<file path="src/rtl/ctrl_sequencer_pkg.sv">
// ctrl_pkg: shared state encoding, flag bit positions and default widths for
// the VR16 control sequencer.
package ctrl_pkg;

    // Default widths and timeout
    localparam int FLAG_W_DEF       = 4;
    localparam int CNT_W_DEF        = 16;
    localparam int TMO_W_DEF        = 8;
    localparam int EXEC_TIMEOUT_DEF = 200;

    // Flag bit positions within flags_out
    localparam int FLAG_Z = 0;
    localparam int FLAG_C = 1;
    localparam int FLAG_N = 2;
    localparam int FLAG_V = 3;

    // Sequencer state encoding (3-bit)
    typedef enum logic [2:0] {
        ST_IDLE      = 3'd0,
        ST_FETCH     = 3'd1,
        ST_DECODE    = 3'd2,
        ST_EXECUTE   = 3'd3,
        ST_WRITEBACK = 3'd4,
        ST_HALTED    = 3'd5,
        ST_FAULT     = 3'd6
    } state_t;

    // True while an instruction is in flight
    function automatic logic is_busy(state_t s);
        return (s == ST_FETCH) || (s == ST_DECODE) ||
               (s == ST_EXECUTE) || (s == ST_WRITEBACK);
    endfunction

endpackage

</file>
<file path="src/rtl/ctrl_sequencer_if.sv">
// ctrl_sequencer_if: handshake/phase bundle between the sequencer (slave)
// and the surrounding core (master). stall_count exists only when
// CTRL_SEQ_PERF_EN is defined.
interface ctrl_sequencer_if #(
    parameter int FLAG_W = 4,
    parameter int CNT_W  = 16
);
    logic              start;
    logic              halt_req;
    logic              mem_ready;
    logic              alu_done;
    logic              flags_we;
    logic [FLAG_W-1:0] flags_in;

    logic              fetch_req;
    logic              decode_en;
    logic              exec_en;
    logic              wb_en;
    logic              ins_retired;
    logic [FLAG_W-1:0] flags_out;
    logic [CNT_W-1:0]  ins_count;
    logic              busy;
    logic              halted;
    logic              fault;
`ifdef CTRL_SEQ_PERF_EN
    logic [CNT_W-1:0]  stall_count;
`endif

    modport master (
        output start, halt_req, mem_ready, alu_done, flags_we, flags_in,
        input  fetch_req, decode_en, exec_en, wb_en, ins_retired,
        input  flags_out, ins_count, busy, halted, fault
`ifdef CTRL_SEQ_PERF_EN
        , input stall_count
`endif
    );

    modport slave (
        input  start, halt_req, mem_ready, alu_done, flags_we, flags_in,
        output fetch_req, decode_en, exec_en, wb_en, ins_retired,
        output flags_out, ins_count, busy, halted, fault
`ifdef CTRL_SEQ_PERF_EN
        , output stall_count
`endif
    );

endinterface

</file>
<file path="src/rtl/ctrl_sequencer_wrap_counter.sv">
// wrap_counter: free-running up counter with synchronous active-low clear
// and enable; wraps from all-ones to zero.
module wrap_counter #(
    parameter int W = 8
) (
    input  logic         clk,
    input  logic         clr_n,
    input  logic         en,
    output logic [W-1:0] count
);

    // Clear dominates enable; natural overflow gives the wrap
    always_ff @(posedge clk) begin
        if (!clr_n)
            count <= '0;
        else if (en)
            count <= count + W'(1);
    end

endmodule

</file>
<file path="src/rtl/ctrl_sequencer.sv">
// ctrl_sequencer: multi-cycle FETCH/DECODE/EXECUTE/WRITEBACK sequencer for
// the VR16 core. Owns the flag register, retired-instruction counter, halt
// handling and execute-timeout fault. Optional macro CTRL_SEQ_PERF_EN adds
// a saturating stall counter.
module ctrl_sequencer
    import ctrl_pkg::*;
#(
    parameter int FLAG_W       = FLAG_W_DEF,
    parameter int CNT_W        = CNT_W_DEF,
    parameter int TMO_W        = TMO_W_DEF,
    parameter int EXEC_TIMEOUT = EXEC_TIMEOUT_DEF  // 1 .. 2^TMO_W-1
) (
    input  logic            clk,
    input  logic            reset,
    ctrl_sequencer_if.slave bus
);

    // Counter value seen on the last EXECUTE cycle before a fault
    localparam logic [TMO_W-1:0] TMO_LAST = TMO_W'(EXEC_TIMEOUT - 1);

    state_t            state;
    logic              halt_pending;
    logic [FLAG_W-1:0] flags_q;
    logic [TMO_W-1:0]  tmo_cnt;
    logic [CNT_W-1:0]  ins_cnt;
    logic              tmo_clr_n;
    logic              tmo_en;
    logic              ret_en;

    // Timeout counter restarts in DECODE so every EXECUTE starts from zero
    assign tmo_clr_n = reset && (state != ST_DECODE);
    assign tmo_en    = (state == ST_EXECUTE) && !bus.alu_done;
    assign ret_en    = (state == ST_WRITEBACK);

    wrap_counter #(.W(TMO_W)) u_tmo_cnt (
        .clk   (clk),
        .clr_n (tmo_clr_n),
        .en    (tmo_en),
        .count (tmo_cnt)
    );

    // Retire counter; FAULT never reaches WRITEBACK so it stays frozen there
    wrap_counter #(.W(CNT_W)) u_ins_cnt (
        .clk   (clk),
        .clr_n (reset),
        .en    (ret_en),
        .count (ins_cnt)
    );

    // Sequencer FSM with halt bookkeeping and flag register
    always_ff @(posedge clk) begin
        if (!reset) begin
            state        <= ST_IDLE;
            halt_pending <= 1'b0;
            flags_q      <= '0;
        end else begin
            case (state)
                ST_IDLE: begin
                    if (bus.start)
                        state <= ST_FETCH;
                end
                ST_FETCH: begin
                    if (bus.halt_req)
                        halt_pending <= 1'b1;
                    if (bus.mem_ready)
                        state <= ST_DECODE;
                end
                ST_DECODE: begin
                    if (bus.halt_req)
                        halt_pending <= 1'b1;
                    state <= ST_EXECUTE;
                end
                ST_EXECUTE: begin
                    if (bus.halt_req)
                        halt_pending <= 1'b1;
                    // alu_done beats the timeout when both land together
                    if (bus.alu_done) begin
                        state <= ST_WRITEBACK;
                        if (bus.flags_we)
                            flags_q <= bus.flags_in;
                    end else if (tmo_cnt == TMO_LAST) begin
                        state <= ST_FAULT;
                    end
                end
                ST_WRITEBACK: begin
                    if (halt_pending || bus.halt_req) begin
                        state        <= ST_HALTED;
                        halt_pending <= 1'b0;
                    end else begin
                        state <= ST_FETCH;
                    end
                end
                ST_HALTED: begin
                    if (bus.start && !bus.halt_req)
                        state <= ST_FETCH;
                end
                ST_FAULT: begin
                    state <= ST_FAULT;
                end
                default: begin
                    state <= ST_IDLE;
                end
            endcase
        end
    end

    // Moore outputs decoded straight from the state register
    assign bus.fetch_req   = (state == ST_FETCH);
    assign bus.decode_en   = (state == ST_DECODE);
    assign bus.exec_en     = (state == ST_EXECUTE);
    assign bus.wb_en       = (state == ST_WRITEBACK);
    assign bus.ins_retired = (state == ST_WRITEBACK);
    assign bus.busy        = is_busy(state);
    assign bus.halted      = (state == ST_HALTED);
    assign bus.fault       = (state == ST_FAULT);
    assign bus.flags_out   = flags_q;
    assign bus.ins_count   = ins_cnt;

`ifdef CTRL_SEQ_PERF_EN
    logic [CNT_W-1:0] stall_q;
    logic             stall_cyc;

    assign stall_cyc = ((state == ST_FETCH) && !bus.mem_ready) ||
                       ((state == ST_EXECUTE) && !bus.alu_done);

    // Saturating count of cycles spent waiting on memory or the ALU
    always_ff @(posedge clk) begin
        if (!reset)
            stall_q <= '0;
        else if (stall_cyc && (stall_q != '1))
            stall_q <= stall_q + CNT_W'(1);
    end

    assign bus.stall_count = stall_q;
`endif

endmodule

</file>
<file path="src/flat_wrapper.sv">
// flat-port wrapper written by rule: the top's interface ports become plain ports
module ctrl_sequencer_flat import ctrl_pkg::*;
#(
    parameter int FLAG_W       = FLAG_W_DEF,
    parameter int CNT_W        = CNT_W_DEF,
    parameter int TMO_W        = TMO_W_DEF,
    parameter int EXEC_TIMEOUT = EXEC_TIMEOUT_DEF                   
)
  (clk, reset, bus_start, bus_halt_req, bus_mem_ready, bus_alu_done, bus_flags_we, bus_flags_in, bus_fetch_req, bus_decode_en, bus_exec_en, bus_wb_en, bus_ins_retired, bus_flags_out, bus_ins_count, bus_busy, bus_halted, bus_fault);
  ctrl_sequencer_if #(.FLAG_W(FLAG_W), .CNT_W(CNT_W)) bus_i ();
  input  logic clk;
  input  logic reset;
  input wire logic [$bits(bus_i.start)-1:0] bus_start;
  input wire logic [$bits(bus_i.halt_req)-1:0] bus_halt_req;
  input wire logic [$bits(bus_i.mem_ready)-1:0] bus_mem_ready;
  input wire logic [$bits(bus_i.alu_done)-1:0] bus_alu_done;
  input wire logic [$bits(bus_i.flags_we)-1:0] bus_flags_we;
  input wire logic [$bits(bus_i.flags_in)-1:0] bus_flags_in;
  output wire logic [$bits(bus_i.fetch_req)-1:0] bus_fetch_req;
  output wire logic [$bits(bus_i.decode_en)-1:0] bus_decode_en;
  output wire logic [$bits(bus_i.exec_en)-1:0] bus_exec_en;
  output wire logic [$bits(bus_i.wb_en)-1:0] bus_wb_en;
  output wire logic [$bits(bus_i.ins_retired)-1:0] bus_ins_retired;
  output wire logic [$bits(bus_i.flags_out)-1:0] bus_flags_out;
  output wire logic [$bits(bus_i.ins_count)-1:0] bus_ins_count;
  output wire logic [$bits(bus_i.busy)-1:0] bus_busy;
  output wire logic [$bits(bus_i.halted)-1:0] bus_halted;
  output wire logic [$bits(bus_i.fault)-1:0] bus_fault;
  assign bus_i.start = bus_start;
  assign bus_i.halt_req = bus_halt_req;
  assign bus_i.mem_ready = bus_mem_ready;
  assign bus_i.alu_done = bus_alu_done;
  assign bus_i.flags_we = bus_flags_we;
  assign bus_i.flags_in = bus_flags_in;
  assign bus_fetch_req = bus_i.fetch_req;
  assign bus_decode_en = bus_i.decode_en;
  assign bus_exec_en = bus_i.exec_en;
  assign bus_wb_en = bus_i.wb_en;
  assign bus_ins_retired = bus_i.ins_retired;
  assign bus_flags_out = bus_i.flags_out;
  assign bus_ins_count = bus_i.ins_count;
  assign bus_busy = bus_i.busy;
  assign bus_halted = bus_i.halted;
  assign bus_fault = bus_i.fault;
  ctrl_sequencer #(.FLAG_W(FLAG_W), .CNT_W(CNT_W), .TMO_W(TMO_W), .EXEC_TIMEOUT(EXEC_TIMEOUT)) u_core (.clk(clk), .reset(reset), .bus(bus_i));
endmodule
</file>
<file path="config.mk">
export PLATFORM = sky130hd
export DESIGN_NAME = ctrl_sequencer_flat
export DESIGN_NICKNAME = d
export VERILOG_FILES = /design/src/rtl/ctrl_sequencer_pkg.sv /design/src/rtl/ctrl_sequencer_if.sv /design/src/rtl/ctrl_sequencer_wrap_counter.sv /design/src/rtl/ctrl_sequencer.sv /design/src/flat_wrapper.sv
export SDC_FILE = /design/constraint.sdc
export NUM_CORES = 1
export LEC_CHECK = 0
export CORE_ASPECT_RATIO = 1.75
export CORE_MARGIN = 2
export CORE_UTILIZATION = 49
export CTS_CLUSTER_SIZE = 28
export DETAILED_ROUTE_END_ITERATION = 16
export GPL_ROUTABILITY_DRIVEN = 0
export HOLD_SLACK_MARGIN = 0.15
export PLACE_DENSITY = 0.77
export SKIP_LAST_GASP = 1
export SYNTH_ARGS = -nofsm -noshare
export SYNTH_HDL_FRONTEND = slang
export SYNTH_HIERARCHICAL = 1
export SYNTH_SLANG_ARGS = --single-unit
</file>
<file path="constraint.sdc">
create_clock -name clk -period 2.3 [get_ports clk]
set_input_delay 0.46 -clock clk [delete_from_list [all_inputs] [get_ports clk]]
set_output_delay 0.46 -clock clk [all_outputs]
set_load 0.02 [all_outputs]
</file>
==> key figures <==
Status
  – Status: finished clean

Drt
  – DRT antenna net count: 0
  – DRC Markers: 0
  – Final wirelength: 3.626 mm
  – TritonRoute pass-1 iters: 4
  – Routed len/inst: 13.79 µm
  – Via count: 1429
  – Vias per cell: 5.433
  – Detailed router's first-iteration violation count: 17

Pwr
  – Sw frac: 0.2431
  – Clock share of power: 0.430
  – Seq pwr share: 0.457
  – Pint: 0.9503 mW
  – Pwr per Cell Area: 584.4 mW/mm²
  – Pleak: 0.8021 nW
  – Logic pwr share: 0.113
  – P_sw: 0.3051 mW
  – IR drop worst, VDD: 478.9 µV

Clock network
  – Setup Fix Bufs, Post-CTS: 0
  – Clock sink count: 32
  – CTS Buf Count: 5
  – CTS Buffer Depth: 2
  – H-tree Lvls: 2
  – CTS tree: yes
  – Clk_lat worst skew: 290 ps
  – Clk pin slew, worst setup/hold paths: 70 ps
  – Clk root buf: clkbuf_8

Timing
  – Final Critical Period: 2170 ps
  – Slew Limit Fails: 0
  – Skew final: 8.738 ps
  – Worst-Margin Slew: 428.7 ps
  – Setup_tns: 0 ps
  – Final Worst Setup Slack: 129.6 ps
  – Slew headroom: 0.7131
  – Setup violations, final: 0
  – Unrepaired setup endpoints after global routing: no
  – Final Cycle Share: 0.9437
  – Max Clk Rate: 460.7 MHz
  – Final Hold Viols: 0

Critical path
  – CP Class: flop to output pin
  – Stages on the worst setup path: 3
  – Critical Path End: bus_halted
  – CP endpoint kind: output pin
  – CP Data Required Time: 1840 ps
  – Critical Path Source Type: flop
  – Worst reg-to-reg path cell count: 7
  – Flop2flop setup slack: 330 ps
  – Crit path largest cell delay: 640 ps
  – WP buf/inv: 2
  – Reg2reg end: u_core/u_ins_cnt/count[13]
  – RR Startpoint: u_core/state[0]
  – Crit path DAT: 1710 ps
  – Critical path cell sequence: inv_1 > nor3_1 > clkdlybuf4s50_1
  – Worst path slowest cell: clkdlybuf4s50_1
  – Worst path top cell family by delay: buffers and inverters
  – Worst setup startpoint: u_core/state[2]
  – Crit Path Max Fanout: 14

Place
  – Dpl ws: 258.1 ps
  – IO buf count: 38
  – Dpl hpwl: 2.704 mm

Global routing
  – Met2 GRT Util: 0.3459
  – Tot GR Track Use: 0.2137
  – Met1 Resource Use GR: 0.2465
  – GRT overflow: 0
  – Initial antenna violation count: 0
  – GRT busiest layer: met2
  – Met3 Use GR: 0.05882
  – Pin count of the biggest net entering global routing: 15
  – Number of global-route vias before repair: 1335
  – First-pass GRT wire length: 5.865 mm

Logic synthesis
  – FFs w/ async S/R, synth: 0
  – Post-synth EDFFs: 0
  – Ys Warns: 6
  – Synthesized net count: 191
  – Synth Flop Type: dfxtp_1
  – Synthesized instance count: 178
  – Sequential area share after synthesis: 0.3966
  – Avg Inst Size Synth: 9.075 µm²
  – Synth Register Bits: 32
  – Synth unique cells: 49
  – Cell Area, Synth: 0.001615 mm²

Finish
  – Share of cells above drive strength 1: 0.1091
  – Util after Layout: 0.6838
  – Ant diodes: 0
  – Nets: 232
  – Layout area overhead: 33.00%

Floorplanning
  – Die H: 79.95 µm
  – # IOs: 39
  – Initial Util: 0.5141
  – Num rows: 27
  – Die ar.: 0.003790 mm²
  – Core area: 0.003142 mm²
  – Horiz. Die Dim: 47.40 µm

Worst hold path
  – Worst Hold Class: flop to flop

Flow run
  – Max-Cap Viols: 0
==> how the worst min path moves through the flow <==
stage                               start                    endpoint  slack (ps)  cells after the start
6_report       u_core/u_ins_cnt/count[15]  u_core/u_ins_cnt/count[15]         470                      2
5_1_grt         u_core/u_tmo_cnt/count[7]   u_core/u_tmo_cnt/count[7]         510                      2
4_1_cts        u_core/u_ins_cnt/count[15]  u_core/u_ins_cnt/count[15]         480                      2
3_5_place_dp   u_core/u_ins_cnt/count[15]  u_core/u_ins_cnt/count[15]         470                      2
3_3_place_gp   u_core/u_ins_cnt/count[15]  u_core/u_ins_cnt/count[15]         450                      2
2_1_floorplan   u_core/u_tmo_cnt/count[7]   u_core/u_tmo_cnt/count[7]         440                      2
==> cells in the mapped netlist (3+ instances only) <==
library cell / n / area, µm²
mux2i_1: 10 / 100.1
nor2_1: 20 / 75.07
a21oi_1: 5 / 25.02
nand3_1: 5 / 25.02
o21ai_0: 3 / 15.01
xnor2_1: 10 / 87.58
xor2_1: 5 / 43.79
nand2b_1: 3 / 18.77
nor4_1: 3 / 18.77
dfxtp_1: 32 / 640.6
nand2_1: 16 / 60.06
nor3_1: 6 / 30.03
inv_1: 8 / 30.03
and2_1: 4 / 25.02
nand4_1: 3 / 18.77
and3_1: 3 / 18.77
==> per-stage QoR <==
stage               instances  hold slack (ps)  total power, mW  area [µm²]
floorplan                 178            442.9           0.6666        1615
global placement          255            454.4           0.7228        2028
detailed placement        255            467.6           0.7267        2028
CTS                       263            475.2            1.270        2143
global route              263            507.7            1.303        2148
finish                    263            471.6            1.255        2148
==> final cells by class <==
| cell class | instances | area [µm²] |
|---|---|---|
| Timing Repair Buffer | 41 | 407.9 |
| Sequential cell | 32 | 641.9 |
| Tap cell | 43 | 53.80 |
| Inverter | 9 | 33.78 |
| Clock buffer | 5 | 68.82 |
| Multi-Input combinational cell | 130 | 899.6 |
| Clock inverter | 3 | 42.54 |
| Fill cell | 256 | 993.5 |
==> registers in the layout (all words and copies together), names as in the netlist <==
name and flops:
u_core/halt_pending 1, u_core/u_ins_cnt/count 16, u_core/bus.flags_out 4, u_core/state 3, u_core/u_tmo_cnt/count 8
==> worst register-to-register path: stages, from the launching register on <==
cell and delay, ps:
dfxtp_1 380, nor2_2 200, nand2_1 100, inv_1 170, nand4_4 190, nor4_4 340
or3b_1 390, a21oi_1 150
==> cells by family after synthesis <==
group / after synthesis / share of synthesized area
adder cells (fa/ha/maj): 2 / 0.01549
XOR/XNOR: 15 / 0.08133
buffers and inverters: 16 / 0.04802
AO/OA/AOI/OAI: 21 / 0.1061
flip-flops: 32 / 0.3966
multiplexers: 10 / 0.06197
AND/OR/NAND/NOR: 82 / 0.2905
==> power groups by stage <==
stage	logic, mW	clock network (mW)	registers [mW]
global placement	0.139	0	0.584
detailed placement	0.142	0	0.585
CTS	0.144	0.553	0.573
finish	0.142	0.540	0.573
floorplan	0.0830	0	0.584
global route	0.154	0.574	0.575
==> per-layer routing <==
metal | up-vias | wire, µm
met4 | 0 | 69
li1 | 708 | -
met2 | 32 | 1985
met5 | - | 0
met3 | 8 | 136
met1 | 681 | 1434
==> layout by cell type (no fill, tap or decap), types with 4 or more instances in the layout <==
cell type,n
dfxtp_1,31
clkdlybuf4s50_1,36
nand3_1,5
nand2_1,16
clkbuf_8,5
xnor2_1,10
mux2i_1,10
inv_1,8
nor2_1,19
nor3_1,6
xor2_1,5
a21oi_1,5
and2_1,4
==> timing repair <==
| item | in CTS | in global routing |
|---|---|---|
| hold buffers | 0 | 0 |
| setup endpoints to repair | 3 | 2 |
| gates cloned | 0 | 0 |
| gates resized for setup | 2 | 2 |
(Power assumes the default switching activity.)
